**config.mk**
```make
export PLATFORM = sky130hd
export DESIGN_NAME = regfile_wb_arb
export DESIGN_NICKNAME = d
export VERILOG_FILES = /design/src/rtl/regfile_wb_arb.sv
export SDC_FILE = /design/constraint.sdc
export NUM_CORES = 1
export LEC_CHECK = 0
export BUFFER_PORTS_ARGS = -buffer_cell sky130_fd_sc_hd__buf_2
export CORE_AREA = 2 2 87 47
export CTS_CLUSTER_DIAMETER = 120
export CTS_CLUSTER_SIZE = 40
export DETAILED_ROUTE_END_ITERATION = 12
export DIE_AREA = 0 0 89 49
export GPL_TIMING_DRIVEN = 0
export PLACE_DENSITY_LB_ADDON = 0.25
export SYNTH_ARGS = -nofsm -noshare
export SYNTH_HDL_FRONTEND = slang
export SYNTH_SLANG_ARGS = --single-unit
```
**constraint.sdc**
```tcl
create_clock -name I_clk -period 1.65 [get_ports I_clk]
set_input_delay 0.33 -clock I_clk [delete_from_list [all_inputs] [get_ports I_clk]]
set_output_delay 0.33 -clock I_clk [all_outputs]
set_load 0.05 [all_outputs]
```
**src/rtl/regfile_wb_arb.sv**
```systemverilog
// Round-robin arbiter sharing the register-file write port between ALU (A) and load (B), plus pending-write scoreboard.
// Latency 1 (grant in N -> registered write in N+1); the loser is held off via ready=0 and wins next cycle.
module regfile_wb_arb (
  input  logic        I_clk,
  input  logic        I_rst,
  input  logic        I_validA,
  input  logic [2:0]  I_selA,
  input  logic [15:0] I_dataA,
  output logic        o_readyA,
  input  logic        I_validB,
  input  logic [2:0]  I_selB,
  input  logic [15:0] I_dataB,
  output logic        o_readyB,
  input  logic        I_issue,
  input  logic [2:0]  I_issue_rd,
  output logic        o_en,
  output logic        o_we,
  output logic [2:0]  o_selD,
  output logic [15:0] o_dataD,
  output logic [7:0]  o_busy,
  output logic        o_lastB
);

  logic        grant_a, grant_b;
  logic        we_q, we_d;
  logic [2:0]  sel_q, sel_d;
  logic [15:0] data_q, data_d;
  logic [7:0]  busy_q, busy_d;
  logic        lastb_q, lastb_d;

  // Contention goes to whichever side did not win last; reset blocks any handshake.
  always_comb begin
    grant_a = I_validA & ~I_rst & (~I_validB | lastb_q);
    grant_b = I_validB & ~I_rst & (~I_validA | ~lastb_q);
  end

  always_comb begin
    we_d    = grant_a | grant_b;
    sel_d   = sel_q;
    data_d  = data_q;
    lastb_d = lastb_q;
    busy_d  = busy_q;
    if (grant_a) begin
      sel_d           = I_selA;
      data_d          = I_dataA;
      lastb_d         = 1'b0;
      busy_d[I_selA]  = 1'b0;
    end else if (grant_b) begin
      sel_d           = I_selB;
      data_d          = I_dataB;
      lastb_d         = 1'b1;
      busy_d[I_selB]  = 1'b0;
    end
    // A new issue to the register being retired this cycle must stay pending.
    if (I_issue) begin
      busy_d[I_issue_rd] = 1'b1;
    end
  end

  always_ff @(posedge I_clk) begin
    if (I_rst) begin
      we_q    <= 1'b0;
      sel_q   <= 3'd0;
      data_q  <= 16'h0000;
      busy_q  <= 8'h00;
      lastb_q <= 1'b1;
    end else begin
      we_q    <= we_d;
      sel_q   <= sel_d;
      data_q  <= data_d;
      busy_q  <= busy_d;
      lastb_q <= lastb_d;
    end
  end

  assign o_readyA = grant_a;
  assign o_readyB = grant_b;
  assign o_we     = we_q;
  assign o_en     = we_q;
  assign o_selD   = sel_q;
  assign o_dataD  = data_q;
  assign o_busy   = busy_q;
  assign o_lastB  = lastb_q;

endmodule

```
# After elaboration in Yosys (flattened, before gate mapping)
# Cells that the tools add are included.
[classes] magnitude_cmp=6 reduce_logical=4 n_mux=15 bitwise=16
[op_table] operator="16-bit 2-to-1 mux" n=2
[op_table] operator="8-bit 2-to-1 mux" n=3
[op_table] operator="8-bit bitwise AND" n=2
[op_table] operator="8-bit inverter" n=2
[op_table] operator="3-bit by 4-bit less-than comparator with 1-bit output, second input constant" n=3
[op_table] operator="1-bit demux with 3-bit select" n=3
[op_table] operator="3-bit by 1-bit greater-or-equal comparator with 1-bit output, second input constant" n=3
[op_table] operator="8-bit bitwise OR" n=1
[op_table] operator="3-bit 2-to-1 mux" n=2
[op_table] operator="1-bit 2-to-1 mux" n=5
[op_table] operator="1-bit bitwise AND" n=4
[op_table] operator="1-bit inverter" n=4
[op_table] operator="1-bit logical AND" n=3
[op_table] operator="1-bit bitwise OR" n=3
[op_table] operator="2-bit nonzero test" n=1
[totals] wordCells=46 out_inout_bits=32 in_bits=46 register_bits=29

# Depth between registers and ports, before layout
[logic_depth] depth_word=10 mapped_depth=5

# Least setup slack after synthesis
# OpenSTA, ideal clock, no wires.
[synth_timing] path_type="register to output" from="register lastb_q (netlist: o_lastB)" to="output o_readyA" t_arrival_ps=1593 setup_slack_ps=-273 stages_incl_launch_ff=4 path_buffers=1 cell_sequence="dfxtp_1 nor2b_4 clkbuf_1 nor2_1"
[synth_between] elab_chain_len=2
[synth_lines] element="start, declared" line="29" rtl="logic lastb_q, lastb_d;"
[synth_lines] element="start signal, assigned" line="72" rtl="lastb_q <= lastb_d;"
[synth_lines] element="1-bit bitwise OR" line="33" rtl="grant_a = I_validA & ~I_rst & (~I_validB | lastb_q);"
[synth_lines] element="1-bit bitwise AND" line="33"
[synth_lines] element="end, declared" line="9" rtl="output logic o_readyA,"
# Every way passes these cells.

# Worst setup path in the final report
[layout_timing] from="register lastb_q (netlist: o_lastB)" to="output o_readyB"
[layout_between] elab_chain_len=3
[layout_lines] element="1-bit inverter" line="34" rtl="grant_b = I_validB & ~I_rst & (~I_validA | ~lastb_q);"
[layout_lines] element="1-bit bitwise OR" line="34"
[layout_lines] element="1-bit bitwise AND" line="34"
[layout_lines] element="end, declared" line="13" rtl="output logic o_readyB,"
# Every way passes these cells.

==> results.md <==
- Cell area after synthesis: 1560 sq um
- Most common cell in the netlist: o21ai_0
- CTS Buf Count: 5
- Worst hold path class: in2reg
- N_diodes: 0
- CTS tree: yes
- Max Cap Violations: 0
- Asr flop ratio synth: 0%
- PostCTS Resize Cnt: 1
- 1st-pass router iterations: 4
- Final worst slack: 83.1 ps
- Final Cycle Share: 95.0%
- Area fraction of the dominant cell type after synthesis: 37.1%
- Htree depth: 2
- Top cells by area, synth: dfxtp_1, o21ai_0, or3b_1
- Detailed-route via count: 1725
- Crit path cell chain: and2_1 -> buf_2 -> nor2_2 -> buf_4
- Final setup violation count: 0
- Top delay family on crit path: buffers and inverters
- Fin crit period: 1570 ps
- DR WL/cell: 14.4 um
- Hold Fails Final Rpt: 0
- Syn nets: 230
- Largest net degree at the start of global routing: 12
- Drt total wl: 4600 um
- Syn avg cell area: 8.50 sq um
- CTS Root Buffer Type: clkbuf_8
- Buf/Inv on CP: 2
- Outcome: completed
- Crit-path max cell delay: 350 ps
- Post-Synthesis Cells: 184
- Hold_buf cts: 0
- First-pass GRT wire length: 7530 um
- Total die area: 4360 sq um
- Total GRT Usage: 22.1%
- Power per Cell Area: 872 nW/um^2
- Setup TNS: 0 ps
- Worst Skew: 3.04 ps
- Post-CTS setup repair buffer count: 0
- Synth warn: 0
- Layout cells sized above 1: 38.3%
- Nets: 311
- Remaining DRCs: 0
- IO Port Bufs: 77
- ANT nets after route: 0
- Chip Width: 89 um
- Ys flop type: dfxtp_1
- Initial antenna violation count: 0
- Leakage: 0.898 nW
- Synth cell types: 37
- Fmax: 638 MHz
- 1st-iter DRT viols: 106
- RSZ-0062 raised after global routing: false
- Layout Utilization: 56.9%
- Initial Utilization: 42.5%
- Synth top cells by count: o21ai_0, dfxtp_1, a31oi_1
- WP data required: 1320 ps
- CP endpoint kind: primary output
- Slew @ Worst Pin: 628 ps
- Via density per instance: 5.39
- Crit start category: flip-flop
- Worst skew pair latency: 270 ps
- Data arrival, critical path: 1240 ps
- Io pins: 78
- Worst-path maximum fanout: 10
- Yosys reg bits: 29
- Cell Rows: 16
- Sequential share of the synthesized area: 37.1%
- Number of global-route vias before repair: 1542
- Pre-CTS setup slack: 66.1 ps
- Die Y: 49 um
- CTS Sinks: 29
- Crit path kind: reg2out
- Core box area: 3680 sq um
- Total grt overflow: 0
- Dpl hpwl: 3490 um
- Gp weighted congestion: 0.845
- Clock Pin Slew Worst Setup and Hold Paths: 60 ps
- Peak VDD IR: 0.000419 V
- Fill cells: 374
- Slew HR: 58.0%
- EDFF count, synth: 0
- Max clock buf depth: 2
- CP max-delay cell: dfxtp_2
- Area Growth Syn to Fin: 34.1%
- Max Slew Vio Count: 0
- Cell taking the most area after synthesis: dfxtp_1
final timing paths:
kind / startpoint / end / slack [ps] / depth (start not counted)
setup / recovery: o_lastB$_SDFFE_PP1P_ / o_readyB / 80 / 4
hold / removal: I_dataB[0] / o_dataD[0]$_SDFFE_PP0P_ / 330 / 3
setup reg to reg: o_lastB$_SDFFE_PP1P_ / o_busy[3]$_SDFF_PP0_ / 230 / 5
hold reg to reg: o_busy[1]$_SDFF_PP0_ / o_busy[1]$_SDFF_PP0_ / 480 / 2
report_power, final:
| part | total (W) | internal (W) | switching (W) |
|---|---|---|---|
| combinational | 0.000502 | 0.000156 | 0.000347 |
| clock | 0.000554 | 0.000291 | 0.000262 |
| sequential | 0.000772 | 0.000748 | 0.0000234 |
through the flow:
step	cells	total power [W]	hold WS (ps)	area [sq um]
after floorplan	184	0.00113	409	1570
after global placement	315	0.00129	469	2020
after detailed placement	315	0.00129	463	2020
after CTS	322	0.00184	318	2100
after global routing	320	0.00193	325	2100
final	320	0.00183	327	2100
cell usage in the layout (no fill, tap or decap), types with 4 or more instances in the layout:
cell type,Yosys,final
buf_2,3,79
clkbuf_1,9,7
or3b_1,17,17
a31oi_1,20,20
clkbuf_8,0,5
o21ai_0,42,42
nand3_1,4,4
dfxtp_1,29,28
inv_1,4,4
o311ai_0,4,4
nand2_1,4,4
flip-flops by register name, summed over array words and instances (netlist names):
name     cells
o_busy       8
o_dataD     16
o_en         1
o_lastB      1
o_selD       3
cell type report:
cell class | instances | area [sq um] | share of cell area (%)
Tap cell | 54 | 67.6 | 3.22
Clock inverter | 2 | 10.0 | 0.477
Buffer | 15 | 92.6 | 4.42
Inverter | 4 | 15.0 | 0.716
Sequential cell | 29 | 582 | 27.7
Timing Repair Buffer | 77 | 388 | 18.5
Multi-Input combinational cell | 133 | 870 | 41.5
Clock buffer | 6 | 72.6 | 3.46
logic make-up (layout without fill, tap and decap cells):
group / Yosys count / in the layout / synth area share [%]
buffers and inverters: 22 / 104 / 7.60
AO/OA/AOI/OAI: 75 / 75 / 28.6
flip-flops: 29 / 29 / 37.1
AND/OR/NAND/NOR: 58 / 58 / 26.7
routing by layer:
layer | part of all wire [%] | track usage (%) | vias to the layer above | wire, um
li1 | - | - | 866 | -
met1 | 49 | 34.4 | 768 | 2230
met2 | 39 | 28.9 | 88 | 1810
met3 | 12 | 7.61 | 3 | 542
met4 | 0.35 | 4.98 | 0 | 16
met5 | 0 | 0 | - | 0
worst reg2reg max path: cells and delay by family, from the launching register on:
family | cells | cell delay [ps]
flip-flops | 1 | 350
AND/OR/NAND/NOR | 1 | 240
buffers and inverters | 2 | 350
AO/OA/AOI/OAI | 2 | 370
Power figures use the tool's default switching activity.
